<file path="src/rtl/pack_8to16.sv">
// Stream upsizer: pairs consecutive IWIDTH-bit words into 2*IWIDTH-bit words behind a 2-entry FIFO.
// Define PACK_8TO16_MSB_FIRST_EN to place the first byte of a pair in the upper half of the output.
module pack_8to16 #(
  parameter int IWIDTH = 8
) (
  input  logic                  clk,
  input  logic                  rst,
  input  logic                  cfg_en,
  input  logic                  src_val,
  output logic                  src_rdy,
  input  logic [IWIDTH-1:0]     src_data,
  output logic                  dst_val,
  input  logic                  dst_rdy,
  output logic [2*IWIDTH-1:0]   dst_data
);

  typedef enum logic {
    PAIR_EMPTY = 1'b0,
    PAIR_HALF  = 1'b1
  } pair_state_t;

  pair_state_t state_q, state_d;

  logic [IWIDTH-1:0]   half_reg;
  logic [2*IWIDTH-1:0] fifo_mem [2];
  logic                wr_ptr;
  logic                rd_ptr;
  logic [1:0]          count;

  logic                half_vld;
  logic                src_fire;
  logic                dst_fire;
  logic                push;
  logic [2*IWIDTH-1:0] pair_word;

  // src_rdy looks only at registered state, so a pop never frees a slot combinationally
  assign half_vld = (state_q == PAIR_HALF);
  assign src_rdy  = cfg_en && !(half_vld && (count == 2'd2));
  assign dst_val  = cfg_en && (count != 2'd0);
  assign dst_data = fifo_mem[rd_ptr];

  assign src_fire = src_val && src_rdy;
  assign dst_fire = dst_val && dst_rdy;
  assign push     = src_fire && half_vld;

`ifdef PACK_8TO16_MSB_FIRST_EN
  assign pair_word = {half_reg, src_data};
`else
  assign pair_word = {src_data, half_reg};
`endif

  always_comb begin
    state_d = state_q;
    if (src_fire) begin
      if (half_vld) state_d = PAIR_EMPTY;
      else          state_d = PAIR_HALF;
    end
  end

  always_ff @(posedge clk) begin
    if (rst) begin
      state_q     <= PAIR_EMPTY;
      half_reg    <= '0;
      fifo_mem[0] <= '0;
      fifo_mem[1] <= '0;
      wr_ptr      <= 1'b0;
      rd_ptr      <= 1'b0;
      count       <= 2'd0;
    end else begin
      state_q <= state_d;
      if (src_fire && !half_vld) half_reg <= src_data;
      if (push) begin
        fifo_mem[wr_ptr] <= pair_word;
        wr_ptr           <= ~wr_ptr;
      end
      if (dst_fire) rd_ptr <= ~rd_ptr;
      // simultaneous push and pop leave the occupancy unchanged
      case ({push, dst_fire})
        2'b10:   count <= count + 2'd1;
        2'b01:   count <= count - 2'd1;
        default: count <= count;
      endcase
    end
  end

endmodule

</file>
<file path="config.mk">
export PLATFORM = sky130hd
export DESIGN_NAME = pack_8to16
export DESIGN_NICKNAME = d
export VERILOG_FILES = /design/src/rtl/pack_8to16.sv
export SDC_FILE = /design/constraint.sdc
export NUM_CORES = 1
export LEC_CHECK = 0
export BUFFER_PORTS_ARGS = -buffer_cell sky130_fd_sc_hd__buf_2
export CAP_MARGIN = 10
export CORE_MARGIN = 3
export CORE_UTILIZATION = 50
export CTS_CLUSTER_DIAMETER = 80
export DETAILED_ROUTE_END_ITERATION = 10
export PLACE_DENSITY = 0.74
export SLEW_MARGIN = 10
export SYNTH_ARGS = -nofsm -noshare
export SYNTH_HDL_FRONTEND = slang
export SYNTH_SLANG_ARGS = --single-unit
</file>
<file path="constraint.sdc">
create_clock -name clk -period 2.1 [get_ports clk]
set_input_delay 0.525 -clock clk [delete_from_list [all_inputs] [get_ports clk]]
set_output_delay 0.525 -clock clk [all_outputs]
set_load 0.02 [all_outputs]
</file>
Word level (Yosys, flattened, before mapping)
Memory sizes are Yosys's and may differ from the RTL's. A register that Yosys moved wholly into a read port is not among the register bits.
Index checks and enable logic that the tools add are counted.

cells by class
  $add $sub $neg = 2
  equality and inequality tests = 3
  multiplexer cells = 12
  bitwise gates (word level) = 2
  reductions and logical operators = 12

operators by type and width
  operator               number
  $mux W16               1
  $reduce_or A16 Y1      1
  $mux W1                10
  $logic_and A1 B1 Y1    7
  $eq A2 B2 Y1 const B   2
  $pmux W2 S2            1
  $reduce_bool A2 Y1     2
  $add A2 B1 Y2 const B  1
  $eq A2 B1 Y1 const B   1
  $logic_not A1 Y1       2
  $not A1 Y1             2
  $sub A2 B1 Y2 const B  1

word-level totals
  flip-flop bits (word level) = 13
  bits in writable memories = 32
  input bits = 13
  output and inout port bits = 18
  word-level logic and storage cells = 37
  memories = 1

memories
  memory    depth  width  read ports  clocked after Yosys merged registers in  wr ports  RTL line  RTL
  fifo_mem  2      16     1           1                                        2         25        logic [2*IWIDTH-1:0] fifo_mem [2];

Depth between registers and ports, before layout
  word-level depth = 11
  gate-level depth with buffers = 8
  mapped depth without buffers = 7

Worst setup path before layout
Ideal clock, no wire load.

  path type = in2reg
  start point = input src_val
  end point = memory fifo_mem[0][0] (netlist name), enable pin
  library setup time = 392 ps
  arrival = 1871 ps
  data required time = 1708 ps
  setup slack = -164 ps
  cell stages on the path = 5
  path buffers = 1
  cell sequence = and2_1 and3_4 inv_4 buf_6 o21bai_1

RTL lines
  item         RTL line  RTL
  from (decl)  9         input logic src_val,
  to (decl)    25

==> results.json <==
{
  "status": "finished, final reports clean",
  "clk_latency_ns": 0.29,
  "maxCapViolCount": 0,
  "grt-ovfl-total": 0,
  "synthTopCellsByArea": "edfxtp_1, dfxtp_1, mux2_2, and2_1, mux2i_1",
  "async_reset_ff_frac": 0,
  "grt_max_degree": 18,
  "fp.dieH_um": 70.1,
  "p_leak_nw": 0.949,
  "rows": 22,
  "track_usage": 0.163,
  "antenna_found_initial": 0,
  "slew_headroom": 0.617,
  "cts_hold_buf": 0,
  "p_per_area_nw_per_um2": 721,
  "syn_to_final_growth_pct": 15.1,
  "detail_route.iter0.violations": 54,
  "comb_power_share": 0.094,
  "synth_nets": 178,
  "final_util": 0.622,
  "yosysSeqAreaShare": 0.605,
  "yosysMostFrequentCell": "edfxtp_1",
  "clkTransAtPathRegs_ns": 0.08,
  "hold_viol": 0,
  "ys_top_cells_by_count": "edfxtp_1, and2_1, mux2_2, nand2_1, dfxtp_1",
  "drv_slew": 0,
  "startpoint_type": "register",
  "cts_setup_buffers": 0,
  "die_area_um2": 4910,
  "core-area_um2": 3800,
  "p_sw_uw": 401,
  "io_buffer_count": 30,
  "place_congestion": 0.739,
  "syn_area_um2": 2050,
  "ys_ff_latch": 46,
  "endpoint_kind": "output pin",
  "start_util": 0.540,
  "p_seq_frac": 0.598,
  "vias": 1312,
  "tightest_slew_ns": 0.572,
  "numClockSinks": 46,
  "drt.antenna.violating_nets": 0,
  "whs_ns": 0.499,
  "swShare": 0.236,
  "cts-buffers-inserted": 5,
  "cts.repair.resized": 0,
  "yosysUniqueCellTypes": 31,
  "dp_hpwl_mm": 2.51,
  "grt_pass1_wl_mm": 6.27,
  "clock_path_buffers": 2,
  "first_global_vias": 1296,
  "synthFlopType": "edfxtp_1",
  "rsz0062_at_grt": "no",
  "diodes": 0,
  "cp.required_ns": 1.57,
  "wl_per_cell_um": 14.9,
  "period_needed_ns": 1.88,
  "p_clk_frac": 0.308,
  "die_x_um": 70.1,
  "synth-edff-count": 32,
  "synth_warnings": 0,
  "root_buffer": "clkbuf_8",
  "worstSetupPathType": "register to output pin",
  "largest_reg_flops": 32,
  "post-route-period-util": 0.896,
  "synth_top_area_cell": "edfxtp_1",
  "peakVddDrop_uv": 417,
  "synth_cells": 164,
  "setup_violations": 0,
  "nNetsFinal": 211,
  "arrival_ns": 1.36,
  "wirelength_mm": 3.66,
  "power.internal_mw": 1.30,
  "syn_area_per_cell_um2": 12.5,
  "setup_tns_ns": 0,
  "fin_skew_ns": 0.00168,
  "h-tree-depth": 2,
  "via_per_inst": 5.33,
  "fmax_ghz": 0.531,
  "firstDrtPassIters": 4,
  "ioPinCount": 31,
  "cts_tree": "built",
  "path_max_fanout": 16,
  "drc": 0,
  "synth_top_cell_area_share": 0.468,
  "hold_class": "input port to register",
  "ff2ff_setup_slack_ns": 0.35,
  "drive_gt1_frac": 0.364
}
final cells by class:
class,instances,area (um^2)
clock buffers,6,72.6
repair buffers,37,215
multi-input cells,105,749
inverters,2,10.0
well taps,48,60.1
fillers,300,1440
flip-flops and latches,46,1240
clock inverters,2,13.8
layout by cell type (no fill, tap or decap), types with 2 or more instances in the layout:
| cell | n |
|---|---|
| mux2_2 | 16 |
| and2_1 | 17 |
| buf_2 | 30 |
| xnor2_1 | 2 |
| clkbuf_8 | 5 |
| a21o_1 | 2 |
| nor2_1 | 13 |
| o21a_1 | 2 |
| nor3_1 | 9 |
| mux2i_1 | 8 |
| edfxtp_1 | 32 |
| nand2_1 | 16 |
| nor3_2 | 8 |
| dfxtp_1 | 14 |
| buf_4 | 6 |
logic make-up (layout without fill, tap and decap cells):
logic type / Yosys count / in the layout / share of synthesized area
adder cells (fa/ha/maj): 1 / 1 / 0.00610
multiplexers: 24 / 24 / 0.127
flip-flops: 46 / 46 / 0.605
AO/OA/AOI/OAI: 8 / 8 / 0.0280
buffers and inverters: 13 / 47 / 0.0317
XOR/XNOR: 3 / 3 / 0.0128
AND/OR/NAND/NOR: 69 / 69 / 0.190
final timing paths:
path | from | end | cells after the start
max | register | dst_data[1] | 3
min | src_data[0] | half_reg[0]$_SDFFE_PP0P_ | 3
max reg2reg | count[0]$_SDFFE_PP0P_ | count[1]$_SDFFE_PP0P_ | 6
min reg2reg | half_reg[0]$_SDFFE_PP0P_ | half_reg[0]$_SDFFE_PP0P_ | 2
through the flow:
stage | power, mW | instances | instance area, um^2 | setup slack (ns)
2_1_floorplan | 1.14 | 164 | 2060 | 0.177
3_3_place_gp | 1.20 | 238 | 2280 | 0.212
3_5_place_dp | 1.20 | 238 | 2280 | 0.106
4_1_cts | 1.71 | 246 | 2360 | 0.195
5_1_grt | 1.78 | 246 | 2360 | 0.111
6_report | 1.70 | 246 | 2360 | 0.218
worst max-delay path, cell delays in order (launching register included):
cell     delay [ns]
dfxtp_1        0.31
buf_4          0.23
mux2_2         0.36
buf_2          0.16
power groups by stage:
stage	combinational (mW)	clock [mW]	sequential, mW
6_report	0.161	0.525	1.02
3_3_place_gp	0.159	0	1.04
2_1_floorplan	0.107	0	1.03
4_1_cts	0.163	0.530	1.02
3_5_place_dp	0.162	0	1.04
5_1_grt	0.175	0.578	1.02
per-layer routing:
layer	GRT usage	up-vias	wire length (um)	share of wire
li1	-	637	-	-
met1	0.186	644	1480	0.40
met5	0	-	0	0
met2	0.299	29	2040	0.56
met3	0.0403	2	132	0.036
met4	0.0447	0	13	0.0035
No activity file was read; power rests on OpenSTA's default activity.
